File: config.mk
export PLATFORM = sky130hd
export DESIGN_NAME = mm_seq_ctrl
export DESIGN_NICKNAME = d
export VERILOG_FILES = /design/src/rtl/mm_seq_ctrl.sv
export SDC_FILE = /design/constraint.sdc
export NUM_CORES = 1
export LEC_CHECK = 0
export ABC_CLOCK_PERIOD_IN_PS = 5550
export CORE_MARGIN = 2
export CORE_UTILIZATION = 26
export DETAILED_ROUTE_END_ITERATION = 8
export PLACE_DENSITY = 0.51
export RECOVER_POWER = 100
export SETUP_SLACK_MARGIN = 0.3
export SLEW_MARGIN = 20
export SYNTH_ARGS = -nofsm -noshare
export SYNTH_HDL_FRONTEND = slang
export SYNTH_SLANG_ARGS = --single-unit
File: constraint.sdc
create_clock -name clk -period 5.55 [get_ports clk]
set_input_delay 1.665 -clock clk [delete_from_list [all_inputs] [get_ports clk]]
set_output_delay 1.665 -clock clk [all_outputs]
set_load 0.005 [all_outputs]
File: src/rtl/mm_seq_ctrl.sv
// Address/strobe sequencer for a row-by-row matrix-vector multiply P = A*x.
// Optional macro MM_SEQ_CTRL_PIPE_EN adds a result_en/addr_P stage and a FLUSH state.
module mm_seq_ctrl #(
    parameter int ROWS   = 4,
    parameter int COLS   = 4,
    parameter int ADDR_W = 4
) (
    input  logic              clk,
    input  logic              rst,
    input  logic              Start,
    output logic              result_en,
    output logic              control,
    output logic [ADDR_W-1:0] addr_x,
    output logic [ADDR_W-1:0] addr_A,
    output logic [ADDR_W-1:0] addr_P,
    output logic              busy,
    output logic              done
);

    localparam int IW = (ROWS > 1) ? $clog2(ROWS) : 1;
    localparam int JW = (COLS > 1) ? $clog2(COLS) : 1;
    localparam logic [IW-1:0] I_LAST = IW'(ROWS - 1);
    localparam logic [JW-1:0] J_LAST = JW'(COLS - 1);

    if (ROWS < 1 || ROWS > 16 || COLS < 1 || COLS > 16) begin : g_bad_dims
        $error("mm_seq_ctrl: ROWS and COLS must be in 1..16");
    end
    if (ROWS * COLS > 2 ** ADDR_W) begin : g_bad_addr
        $error("mm_seq_ctrl: ROWS*COLS does not fit in ADDR_W bits");
    end

    typedef enum logic [1:0] {S_IDLE, S_CALC, S_FLUSH, S_DONE} state_t;

`ifdef MM_SEQ_CTRL_PIPE_EN
    localparam state_t S_AFTER_CALC = S_FLUSH;
`else
    localparam state_t S_AFTER_CALC = S_DONE;
`endif

    state_t            state_q, state_d;
    logic [IW-1:0]     i_q, i_d;
    logic [JW-1:0]     j_q, j_d;
    logic [ADDR_W-1:0] a_q, a_d;

    logic              res_q, res_d;
    logic              control_q, control_d;
    logic [ADDR_W-1:0] addr_x_q, addr_x_d;
    logic [ADDR_W-1:0] addr_a_q, addr_a_d;
    logic [ADDR_W-1:0] pidx_q, pidx_d;
    logic              busy_q, busy_d;
    logic              done_q, done_d;

    // State register; every output is a flop so it lines up with state_q.
    always_ff @(posedge clk) begin
        if (rst) begin
            state_q   <= S_IDLE;
            i_q       <= '0;
            j_q       <= '0;
            a_q       <= '0;
            res_q     <= 1'b0;
            control_q <= 1'b0;
            addr_x_q  <= '0;
            addr_a_q  <= '0;
            pidx_q    <= '0;
            busy_q    <= 1'b0;
            done_q    <= 1'b0;
        end else begin
            state_q   <= state_d;
            i_q       <= i_d;
            j_q       <= j_d;
            a_q       <= a_d;
            res_q     <= res_d;
            control_q <= control_d;
            addr_x_q  <= addr_x_d;
            addr_a_q  <= addr_a_d;
            pidx_q    <= pidx_d;
            busy_q    <= busy_d;
            done_q    <= done_d;
        end
    end

    // Next state and counters; the linear A index is a running counter so it
    // never needs a multiplier and always equals i*COLS+j.
    always_comb begin
        state_d = state_q;
        i_d     = i_q;
        j_d     = j_q;
        a_d     = a_q;
        unique case (state_q)
            S_IDLE: begin
                if (Start) begin
                    state_d = S_CALC;
                    i_d     = '0;
                    j_d     = '0;
                    a_d     = '0;
                end
            end
            S_CALC: begin
                if (j_q == J_LAST) begin
                    if (i_q == I_LAST) begin
                        state_d = S_AFTER_CALC;
                    end else begin
                        i_d = i_q + 1'b1;
                        j_d = '0;
                        a_d = a_q + 1'b1;
                    end
                end else begin
                    j_d = j_q + 1'b1;
                    a_d = a_q + 1'b1;
                end
            end
            S_FLUSH: state_d = S_DONE;
            S_DONE:  state_d = S_IDLE;
            default: state_d = S_IDLE;
        endcase
    end

    // Output values for the cycle that state_d/i_d/j_d describe.
    always_comb begin
        control_d = 1'b0;
        addr_x_d  = '0;
        addr_a_d  = '0;
        res_d     = 1'b0;
        pidx_d    = pidx_q;
        busy_d    = (state_d == S_CALC) || (state_d == S_FLUSH);
        done_d    = (state_d == S_DONE);
        if (state_d == S_CALC) begin
            control_d = (j_d == '0);
            addr_x_d  = ADDR_W'(j_d);
            addr_a_d  = a_d;
            res_d     = (j_d == J_LAST);
            if (j_d == J_LAST) pidx_d = ADDR_W'(i_d);
        end
    end

`ifdef MM_SEQ_CTRL_PIPE_EN
    logic              res_p_q, res_p_d;
    logic [ADDR_W-1:0] addr_p_q, addr_p_d;

    always_comb begin
        res_p_d  = res_q;
        addr_p_d = res_q ? pidx_q : addr_p_q;
    end

    always_ff @(posedge clk) begin
        if (rst) begin
            res_p_q  <= 1'b0;
            addr_p_q <= '0;
        end else begin
            res_p_q  <= res_p_d;
            addr_p_q <= addr_p_d;
        end
    end

    assign result_en = res_p_q;
    assign addr_P    = addr_p_q;
`else
    assign result_en = res_q;
    assign addr_P    = pidx_q;
`endif

    assign control = control_q;
    assign addr_x  = addr_x_q;
    assign addr_A  = addr_a_q;
    assign busy    = busy_q;
    assign done    = done_q;

endmodule

==> flow_metrics.tcl, run 1 <==
set metrics [dict create \
    wl_per_cell_um 11.50 \
    drv_cap 0 \
    cp_num_cells 8 \
    period_share_pct 64.27 \
    grt_pass1_wl_um 3401 \
    yosys_warnings 0 \
    seq_area_frac_synth_pct 44.56 \
    holdBufCountCts 0 \
    setup_viol_count_final 0 \
    layout_common_cells "dfxtp_1, dlygate4sd3_1, a21oi_1" \
    path_buf_inv 1 \
    area_delta_synth_final_pct 20.76 \
    synth_fa_ha_area_share_pct 8.861 \
    synth_simple_gate_area_share_pct 21.14 \
    critPathLaunch "Start" \
    synthMuxAreaShare_pct 4.557 \
    hpwl_um 1340 \
    cellPowerDensity_nw_per_um2 277.6 \
    layout.nets 128 \
    hold_viol 0 \
    drive_gt1_share_pct 3.419 \
    fin_worst_skew_ns 0.004415 \
    reg2reg_slack_ns 3.17 \
    min_period_ns 3.567 \
    first_global_vias 762 \
    cts.path.max_buffers 2 \
    ys.flop_type "dfxtp_1" \
    cp-start-kind "input pin" \
    ys_types 30 \
    rows 22 \
    core_area_um2 3661 \
    cts_tree "done" \
    p_leak_nw 0.5263 \
    synth-compound-area-share_pct 15.44 \
    root_buffer "clkbuf_8" \
    vias 750 \
    timing.rr.start "j_q[1]" \
    synth-edff-count 0 \
    insertion_delay_ns 0.27 \
    crit_end "addr_P[0]" \
    avgSynthCellArea_um2 9.691 \
    slew_headroom_pct 51.08 \
    htree_levels 1 \
    cts_buffers 3 \
    grtUsageTotal_pct 10.46 \
    path_cells "dlygate4sd3_1, or2b_1, a21oi_1, a21oi_1, ha_1, and3_1, o22ai_1, mux2_1" \
    worstMarginPinSlew_ns 0.7135 \
    cts_sinks 22 \
    final_common_cell "dfxtp_1" \
    status "finished, final reports clean" \
    io_buffers 14 \
    ir_worst_vdd_mv 0.06739 \
    post-route-drc-count 0 \
    crit_path_frequent_cell "a21oi_1" \
    drtAntennaViolNets 0 \
    place_congestion 0.7132 \
    timing.rr.end "addr_P[0]" \
    die_x_um 65.66 \
    ys_ff_latch 22 \
    grt_max_degree 17 \
    synthesis.instances 102 \
    synth_top_family_by_area "simple AND/OR/NAND/NOR gates" \
    drv_slew 0 \
    grt.overflow.total 0 \
    crit_path_top_delay_cell "dlygate4sd3_1" \
    cp_top_family "buffers and inverters" \
    die_area_um2 4311 \
    via_per_inst 4.545 \
    path_class "in -> reg" \
    hp-class "reg -> reg" \
    critPathCaptureType "register" \
    rsz0062_at_grt "false" \
    drt_first_pass_iters 4 \
    drt_iter0_markers 22 \
    cp.arrival_ns 3.72 \
    postRouteWirelength_um 1897 \
    cpPeakStageDelay_ns 0.55 \
    synth_xor_area_share_pct 0 \
    clk_pin_slew_worst_paths_ns 0.08 \
    yosysTopAreaCell "dfxtp_1" \
    diodes 0 \
    cts_resized 0 \
    synth_area_leaders "dfxtp_1, ha_1, a21oi_1" \
    syn_area_um2 988.4 \
    initial_core_util_pct 27.00 \
    rr_worst_depth 8 \
    die_y_um 65.66 \
    critPathRequiredTime_ns 5.70 \
    fmax_mhz 280.3 \
    cts_setup_buffers 0 \
    setup_tns_ns 0 \
    power_mw 0.3314 \
    synthArstFlopShare_pct 0 \
    antenna_found_initial 0 \
    synth_top_cell_area_share_pct 44.56 \
    cp_max_fo 6 \
    ios 19 \
]
report_power, final:
group	internal [mW]	switching [mW]
Combinational	0.0199	0.0248
Clock	0.0633	0.0536
Sequential	0.165	0.00431
Total	0.249	0.0826
metrics by stage:
stage          instance area [um^2]  setup slack [ns]  hold slack (ns)  std cells  util [%]
6_report                       1194             1.983           0.5066        165     32.60
5_1_grt                        1194             1.865           0.5562        165     32.60
4_1_cts                        1216             2.119           0.5128        165     33.22
3_5_place_dp                   1161             1.837           0.5027        161     31.72
3_3_place_gp                   1161             1.881           0.4870        161     31.72
2_1_floorplan                 999.7             2.486           0.4725        105         -
worst min-delay path: stages (launching register included):
cell,delay [ns]
dfxtp_1,0.33
nand2_1,0.07
a21oi_1,0.06
state kept, by name, indices dropped and copies added, names as in the netlist:
| signal | cells |
|---|---|
| addr_x | 2 |
| state_q | 2 |
| addr_A | 4 |
| addr_P | 2 |
| a_q | 4 |
| j_q | 2 |
| control | 1 |
| result_en | 1 |
| i_q | 2 |
| done | 1 |
| busy | 1 |
cell type report:
class / instances / area [um^2]
flip-flops and latches: 22 / 440.4
clock buffers: 4 / 55.05
repair buffers: 14 / 140.1
multi-input cells: 74 / 486.7
well taps: 48 / 60.06
inverters: 3 / 11.26
fillers: 383 / 2467
cells by family after synthesis:
logic type / count (synthesis)
and+or+nand+nor: 36
AOI/OAI and AO/OA: 24
DFF: 22
buffers and inverters: 9
adders and majority gates: 7
muxes: 3
other: 1
synth_stat cells (all sizes together), types with 2 or more instances:
master / count
dfxtp: 22
a21oi: 10
ha: 7
nor2: 7
nor2b: 6
o21ai: 6
buf: 5
nand3: 4
inv: 3
nand3b: 3
nor3: 3
o21a: 3
a21boi: 2
and2: 2
and3: 2
and4: 2
mux2: 2
nand2: 2
nor3b: 2
layer usage:
metal	up-vias	track usage (%)	share of wire [%]
met2	14	16.54	46
met1	353	12.11	47
met4	0	8.073	3.2
li1	378	-	-
met5	-	0	0
met3	5	2.397	3.3
how the worst min path moves through the flow:
stage | from | end | depth (start not counted)
global placement | a_q[3] | a_q[3] | 2
CTS | a_q[3] | a_q[3] | 2
global route | a_q[3] | a_q[3] | 2
finish | a_q[3] | a_q[3] | 2
detailed placement | a_q[3] | a_q[3] | 2
floorplan | a_q[3] | a_q[3] | 2
Note: power is estimated with default switching activity, not from simulation.
==> run 2: changes to the inputs <==
--- a/config.mk
+++ b/config.mk
@@ -5,7 +5,7 @@
 export SDC_FILE = /design/constraint.sdc
 export NUM_CORES = 1
 export LEC_CHECK = 0
-export ABC_CLOCK_PERIOD_IN_PS = 5550
+export ABC_CLOCK_PERIOD_IN_PS = 3550
 export CORE_MARGIN = 2
 export CORE_UTILIZATION = 26
 export DETAILED_ROUTE_END_ITERATION = 8
==> constraint.sdc (replaced) <==
create_clock -name clk -period 3.55 [get_ports clk]
set_input_delay 1.065 -clock clk [delete_from_list [all_inputs] [get_ports clk]]
set_output_delay 1.065 -clock clk [all_outputs]
set_load 0.005 [all_outputs]
==> run 2 against run 1 <==
Net effect:
- worst hold slack barely moved
- clock power rose by 53%
- critical endpoint is now addr_P[1]
- routed wire length rose by 0.47%
- core utilization did not move
- highest routed layer unchanged
==> flow_metrics.tcl, run 2 (synthesized netlist as in run 1, its figures left out) <==
set metrics [dict create \
    status "finished, final reports clean" \
    grt_max_degree 17 \
    crit_path_top_delay_cell "dlygate4sd3_1" \
    post-route-drc-count 0 \
    placed_area_um2 1161 \
    final_area_um2 1194 \
    clk_pin_slew_worst_paths_ns 0.08 \
    fin_worst_skew_ns 0.001235 \
    rows 22 \
    insertion_delay_ns 0.26 \
    reg2reg_slack_ns 1.18 \
    cpPeakStageDelay_ns 0.55 \
    antenna_found_initial 0 \
    hpwl_um 1350 \
    die_x_um 65.66 \
    via_per_inst 4.582 \
    power.internal_mw 0.3885 \
    hold_path_end "a_q[3]" \
    drv_cap 0 \
    crit_path_frequent_cell "a21oi_1" \
    hold_viol 0 \
    io_buffers 14 \
    setup_tns_ns 0 \
    cp.arrival_ns 3.11 \
    critPathRequiredTime_ns 3.70 \
    timing.rr.end "addr_P[1]" \
    die_y_um 65.66 \
    fmax_mhz 338.2 \
    fin_util_pct 32.60 \
    drtAntennaViolNets 0 \
    path_class "in -> reg" \
    wl_per_cell_um 11.55 \
    cp_max_fo 6 \
    cts_buffers 3 \
    root_buffer "clkbuf_8" \
    grt_pass1_wl_um 3249 \
    cts.path.max_buffers 2 \
    first_global_vias 755 \
    cts_sinks 22 \
    cts_tree "done" \
    pre_cts_slack_ns 0.4410 \
    min_period_ns 2.957 \
    worstMarginPinSlew_ns 0.7546 \
    hp-class "reg -> reg" \
    fillers 374 \
    core_area_um2 3661 \
    slew_headroom_pct 48.25 \
    switching_share_pct 24.49 \
    place_congestion 0.7138 \
    area_delta_synth_final_pct 20.76 \
    drv_slew 0 \
    ios 19 \
    die_area_um2 4311 \
    rsz0062_at_grt "false" \
    ir_worst_vdd_mv 0.1002 \
    drt_iter0_markers 12 \
    power_frac_comb_pct 13.5 \
    cp-start-kind "input pin" \
    critPathCaptureType "register" \
    worst_slack_ns 0.5929 \
    htree_levels 1 \
    power.switching_mw 0.1260 \
    layout.nets 128 \
    final_common_cell "dfxtp_1" \
    cellPowerDensity_nw_per_um2 431.1 \
    seqPwrFrac_pct 51.6 \
    drt_first_pass_iters 4 \
    initial_core_util_pct 27.00 \
    grtUsageTotal_pct 10.03 \
    vias 756 \
    holdBufCountCts 0 \
    path_cells "dlygate4sd3_1, or2b_1, a21oi_1, a21oi_1, ha_1, and3_1, o22ai_1, mux2_1" \
    worstHoldStart "a_q[3]" \
    drive_gt1_share_pct 3.419 \
    hold_depth 2 \
    pwr-share-clk_pct 34.9 \
    postRouteWirelength_um 1906 \
    grt.overflow.total 0 \
    p_leak_nw 0.5253 \
    layout_common_cells "dfxtp_1, dlygate4sd3_1, a21oi_1" \
    diodes 0 \
    cts_setup_buffers 0 \
    cts_resized 0 \
    period_share_pct 83.30 \
    timing.rr.start "j_q[1]" \
    rr_worst_depth 8 \
    setup_viol_count_final 0 \
]
[run 2: cell counts in the layout (fill, tap and decap cells not counted)]
Identical to the previous run, type by type.
[run 2: how the worst max path moves through the flow]
| stage | end | depth (start not counted) | start |
|---|---|---|---|
| 6_report | addr_P[1] | 8 | Start |
| 5_1_grt | addr_P[0] | 8 | Start |
| 4_1_cts | addr_P[1] | 8 | Start |
| 3_5_place_dp | addr_P[0] | 8 | Start |
| 3_3_place_gp | addr_P[0] | 8 | Start |
| 2_1_floorplan | addr_P[0] | 7 | Start |
[run 2: critical path: cells and delay by family]
family                     cells  cell delay [ns]
buffers and inverters          1             0.55
and+or+nand+nor                2             0.43
AOI/OAI and AO/OA              3             0.40
muxes                          1             0.34
adders and majority gates      1             0.31
[run 2: layer usage]
metal	vias to the layer above	part of all wire (%)	track usage, %
met5	-	0	0
met4	0	2.7	8.333
met3	4	3.9	2.226
met2	19	47	16.54
met1	354	46	10.83
li1	379	-	-
[run 2: area by class of cell]
class | instances | area, um^2 | area share, %
Timing Repair Buffer | 14 | 140.1 | 11.74
Tap cell | 48 | 60.06 | 5.031
Sequential cell | 22 | 440.4 | 36.90
Multi-Input combinational cell | 74 | 486.7 | 40.78
Clock buffer | 4 | 55.05 | 4.612
Inverter | 3 | 11.26 | 0.9434
[run 2: power groups by stage]
stage,registers (mW),clock network (mW),logic [mW]
3_5_place_dp,0.272,0,0.0787
4_1_cts,0.266,0.187,0.0789
5_1_grt,0.267,0.200,0.0791
2_1_floorplan,0.271,0,0.0538
6_report,0.265,0.179,0.0697
3_3_place_gp,0.271,0,0.0778
[run 2: through the flow]
step / hold WS, ns / total power, mW / cells
global placement: 0.4870 / 0.3489 / 161
global route: 0.5562 / 0.5462 / 165
CTS: 0.5127 / 0.5314 / 165
detailed placement: 0.5027 / 0.3504 / 161
floorplan: 0.4725 / 0.3251 / 105
finish: 0.5066 / 0.5145 / 165
==> run 3: changes to the inputs <==
--- a/config.mk
+++ b/config.mk
@@ -5,11 +5,11 @@
 export SDC_FILE = /design/constraint.sdc
 export NUM_CORES = 1
 export LEC_CHECK = 0
-export ABC_CLOCK_PERIOD_IN_PS = 3550
+export ABC_CLOCK_PERIOD_IN_PS = 2350
 export CORE_MARGIN = 2
 export CORE_UTILIZATION = 26
 export DETAILED_ROUTE_END_ITERATION = 8
-export PLACE_DENSITY = 0.51
+export PLACE_DENSITY = 0.52
 export RECOVER_POWER = 100
 export SETUP_SLACK_MARGIN = 0.3
 export SLEW_MARGIN = 20
==> constraint.sdc (replaced) <==
create_clock -name clk -period 2.35 [get_ports clk]
set_input_delay 0.705 -clock clk [delete_from_list [all_inputs] [get_ports clk]]
set_output_delay 0.705 -clock clk [all_outputs]
set_load 0.005 [all_outputs]
==> run 3 against run 2 <==
Net effect:
- non-clock buffer count rose by 12
- routed wire length rose by 7.1%
- first-iteration DRC count rose to 3.2 times the previous value
- critical endpoint is now addr_P[0]
- largest power group unchanged
==> flow_metrics.tcl, run 3 (synthesized netlist as in run 1, its figures left out) <==
set metrics [dict create \
    status "finished, final reports clean" \
    crit_path_frequent_cell "a21oi_1" \
    hold_viol 0 \
    postRouteWirelength_um 2041 \
    htree_levels 1 \
    pwr-share-clk_pct 29.8 \
    io_buffers 14 \
    insertion_delay_ns 0.26 \
    path_class "reg -> reg" \
    drv_slew 0 \
    core_area_um2 3661 \
    power.switching_mw 0.1953 \
    rsz0062_at_grt "true" \
    crit_path_top_delay_cell "dfxtp_1" \
    die_x_um 65.66 \
    period_share_pct 89.01 \
    min_period_ns 2.092 \
    drv_cap 0 \
    vias 782 \
    die_area_um2 4311 \
    drt_first_pass_iters 4 \
    die_y_um 65.66 \
    post-route-drc-count 0 \
    cts_sinks 22 \
    grtUsageTotal_pct 11.11 \
    holdBufCountCts 0 \
    power_frac_comb_pct 17.8 \
    wl_per_cell_um 11.60 \
    slew_headroom_pct 63.75 \
    critPathRequiredTime_ns 2.50 \
    grt.overflow.total 0 \
    diodes 0 \
    layout.nets 140 \
    first_global_vias 763 \
    drt_iter0_markers 38 \
    clk_pin_slew_worst_paths_ns 0.08 \
    hpwl_um 1399 \
    root_buffer "clkbuf_8" \
    initial_core_util_pct 27.00 \
    power.internal_mw 0.5746 \
    layout_common_cells "dfxtp_1, dlygate4sd3_1, a21oi_1" \
    via_per_inst 4.443 \
    antenna_found_initial 0 \
    setup_viol_count_final 0 \
    cts_buffers 3 \
    ios 19 \
    grt_max_degree 16 \
    dp_cells 167 \
    cts.path.max_buffers 2 \
    grt_pass1_wl_um 3663 \
    drtAntennaViolNets 0 \
    critPathCaptureType "register" \
    cp_max_fo 4 \
    place_congestion 0.8268 \
    switching_share_pct 25.37 \
    final_common_cell "dfxtp_1" \
    fmax_mhz 478.1 \
    worstMarginPinSlew_ns 0.5426 \
    hp-class "reg -> reg" \
    path_cells "inv_4, ha_4, or2b_1, a21oi_1, a21oi_1, ha_1, o211a_1, o22ai_4, mux2_4" \
    cellPowerDensity_nw_per_um2 585.5 \
    stdcell_count 176 \
    fin_worst_skew_ns 0.005686 \
    cts_tree "done" \
    cp-start-kind "register" \
    cpPeakStageDelay_ns 0.43 \
    rows 22 \
    seqPwrFrac_pct 52.4 \
    drive_gt1_share_pct 21.09 \
    power_mw 0.7699 \
    area_delta_synth_final_pct 33.04 \
    ir_worst_vdd_mv 0.1906 \
    p_leak_nw 0.5695 \
    cp.arrival_ns 2.24 \
]
-- run 3: cell types whose count changed in the layout (fill, tap and decap cells not counted), moves of 2 or more --
cell / previous run / this run
buf_4: 0 / 8
clkbuf_1: 0 / 3
dfxtp_1: 22 / 19
dfxtp_2: 0 / 3
ha_1: 7 / 4
ha_2: 0 / 2
inv_1: 3 / 1
inv_4: 0 / 2
mux2_1: 2 / 0
mux2_4: 0 / 2
-- run 3: final timing paths --
kind         startpoint         to  slack, ns  cells past startpoint
min              a_q[3]     a_q[3]       0.51                      2
min reg2reg      a_q[3]     a_q[3]       0.51                      2
max reg2reg  state_q[0]  addr_P[0]       0.26                      9
max          state_q[0]  addr_P[0]       0.26                      9
-- run 3: final cells by class --
type | instances | area, um^2
fill | 372 | 2346
timing repair buffer | 26 | 214.0
sequential | 22 | 444.2
clock buffer | 3 | 41.29
multi-input combinational | 74 | 539.3
tap | 48 | 60.06
inverter | 3 | 16.27
-- run 3: worst max-delay path: cells and delay by family (launching register included) --
kind	cells	cell delay (ns)
buffers and inverters	1	0.06
AOI/OAI and AO/OA	4	0.58
adders and majority gates	2	0.42
muxes	1	0.31
and+or+nand+nor	1	0.17
DFF	1	0.43
-- run 3: repair_timing --
action | in CTS | in global routing
pin swaps | 4 | 4
endpoints found under the setup margin | 5 | 2
setup buffers | 1 | 5
gates resized for setup | 18 | 8
endpoints found under the hold margin | 0 | 0
-- run 3: per-stage QoR --
step	utilization [%]	setup TNS, ns	setup WS (ns)	hold WS, ns	instance area [um^2]
2_1_floorplan	-	0	0.3001	0.4725	1002
3_3_place_gp	33.01	-0.5430	-0.2716	0.4910	1209
3_5_place_dp	33.01	-0.6941	-0.3299	0.4969	1209
4_1_cts	35.54	0	0.3179	0.5070	1301
5_1_grt	35.92	0	0.1434	0.5494	1315
6_report	35.92	0	0.2583	0.5086	1315
-- run 3: layer usage --
metal	wire [um]	global-route usage, %
met5	0	0
met4	50	7.031
met2	970	16.67
met3	78	1.884
met1	942	14.63
-- run 3: power by group through the flow --
stage | logic, mW | registers, mW | clock network, mW
final | 0.137 | 0.404 | 0.229
after global routing | 0.156 | 0.407 | 0.252
after CTS | 0.145 | 0.404 | 0.235
after detailed placement | 0.131 | 0.411 | 0
after global placement | 0.131 | 0.410 | 0
after floorplan | 0.0821 | 0.410 | 0
==> RTL change (settings of run 2) <==
Add a define of `MM_SEQ_CTRL_PIPE_EN`.
--- a/src/rtl/mm_seq_ctrl.sv
+++ b/src/rtl/mm_seq_ctrl.sv
@@ -1,5 +1,7 @@
 // Address/strobe sequencer for a row-by-row matrix-vector multiply P = A*x.
 // Optional macro MM_SEQ_CTRL_PIPE_EN adds a result_en/addr_P stage and a FLUSH state.
+`define MM_SEQ_CTRL_PIPE_EN
+
 module mm_seq_ctrl #(
     parameter int ROWS   = 4,
     parameter int COLS   = 4,
Behaviour: not the same (Yosys sat finds a counterexample within 10 cycles, from zero or initial values and one cycle with rst high).
==> RTL change against run 2 <==
- area after synthesis up 7.1%
- final area increased by 6.1%
- worst setup slack better by 160 ps
- via count is 3.3% higher
- sequential cell count grew 3
- final cell count is 4.2% higher
- routed wire length fell by 0.21%
- total power up 0.27%
- critical path type unchanged
==> RTL change: results (changes against run 2) <==
* Hold Crit Depth at 2 (unchanged)
* DP Wirelength at 1370 um (+1.5%)
* Post-DP Area at 1220 sq um (+4.8%)
* Status: finished clean
* Share of cells above drive strength 1 at 0.0984 (+0.0642)
* Share of synthesized registers carrying an async set or reset at 0 (unchanged)
* Synth Area in Compound Gates at 0.113 (-0.0410)
* Peak ir drop on the vdd network at 0.129 mV (+29%)
* Vias per cell at 4.54 (-0.90%)
* Min-Delay Endpoint: addr_P[1]$_SDFFE_PP0P_
* Largest net degree at the start of global routing at 21 (+4)
* Number of global-route vias before repair at 687 (-9.0%)
* Synth cell types at 38 (+27%)
* Gpl congestion at 0.736 (+3.2%)
* Worst slew pin tran at 745 ps (-9.14 ps)
* Arrival time at the worst endpoint at 2960 ps (-150 ps)
* Worst Clk Skew at 5.67 ps (+4.43 ps)
* Worst Hold Slack at 500 ps (-6.78 ps)
* Synth Area in Adders at 0.0473 (-0.0413)
* Cells after DPL at 168 (+4.3%)
* Post-place setup slack at 522 ps (+81.3 ps)
* Sequential share of the synthesized area at 0.473 (+0.0272)
* P_leak at 0.000524 uW (-0.28%)
* Worst reg2reg path depth at 7 (-1)
* Post-synth top cells: 25 x dfxtp_1, 13 x nor2_1, 6 x a21oi_1, 6 x nor2b_1
* # diodes at 0 (unchanged)
* WL/cell at 11.1 um (-4.3%)
* Tmin final at 2800 ps (-159 ps)
* Max stage delay on crit path at 620 ps (+70 ps)
* First-pass DRT Iterations at 4 (unchanged)
* CTS root buf: clkbuf_8
* Worst path slowest cell: dlygate4sd3_1
* Multiplexer share of the synthesized area at 0.0615 (+0.0159)
* Reg-to-Reg Start: j_q[0]$_SDFF_PP0_
* CP Capture Point: pidx_q[1]$_SDFFE_PP0P_
* Initial DRC Count at 24 (+12)
* Hold path startpoint: pidx_q[1]$_SDFFE_PP0P_
* Mapped Cells at 109 (+6.9%)
* Nets@finish at 130 (+1.6%)
* GRT Resource Usage Total at 0.0914 (-0.00884)
* Via count at 781 (+3.3%)
* Internal Power at 391 uW (+0.55%)
* Largest cells by area after synthesis: dfxtp_1 47%, ha_1 4.7%, nor2_1 4.6%, nor2b_1 3.5%, a21oi_1 2.8%
* CP max FO at 7 (+1)
* First-pass GRT wire length at 3050 um (-6.2%)
* Filler cell count at 430 (+15%)
* Number of antenna violations at the first check in global routing at 0 (unchanged)
[RTL change: changes by cell type after synthesis, sizes merged, moves of 3 or more]
cell,change
o21ai,-3
ha,-3
o21a,-3
dfxtp,+3
nor2,+6
a21oi,-3
buf,+3
[RTL change: worst reg2reg max path: stages (launching register included)]
cell	delay [ps]
dfxtp_1	410
ha_1	280
nand4_1	200
mux2_2	340
ha_1	290
and3_1	210
a32o_1	220
mux2_1	310
[RTL change: kinds of logic (layout without fill, tap and decap cells)]
group / count (synthesis) / in the layout
compound gates: 18 / 18
flops: 25 / 25
buf+inv: 12 / 22
other cells: 1 / 4
mux: 6 / 6
fa+ha+maj: 4 / 4
simple gates: 43 / 43
[RTL change: layout make-up]
| class | instances | area (sq um) | share of cell area |
|---|---|---|---|
| Clock buffer | 3 | 41.3 | 0.0326 |
| Multi-Input combinational cell | 75 | 499 | 0.394 |
| Timing Repair Buffer | 14 | 140 | 0.111 |
| Sequential cell | 25 | 500 | 0.395 |
| Clock inverter | 1 | 7.51 | 0.00593 |
| Inverter | 4 | 15.0 | 0.0119 |
| Tap cell | 50 | 62.6 | 0.0494 |
[RTL change: per-layer routing]
layer | up-vias | global-route usage | share of wire
met1 | 359 | 0.108 | 0.46
met5 | - | 0 | 0
met3 | 5 | 0.0200 | 0.051
met4 | 0 | 0.0600 | 0.024
met2 | 21 | 0.148 | 0.46
li1 | 396 | - | -
[RTL change: power by group through the flow]
| stage | sequential (uW) | clock [uW] | combinational (uW) |
|---|---|---|---|
| after CTS | 296 | 179 | 53.2 |
| after detailed placement | 302 | 0 | 52.8 |
| final | 295 | 170 | 50.4 |
| after global placement | 302 | 0 | 53.0 |
| after global routing | 297 | 191 | 56.3 |
| after floorplan | 299 | 0 | 39.7 |
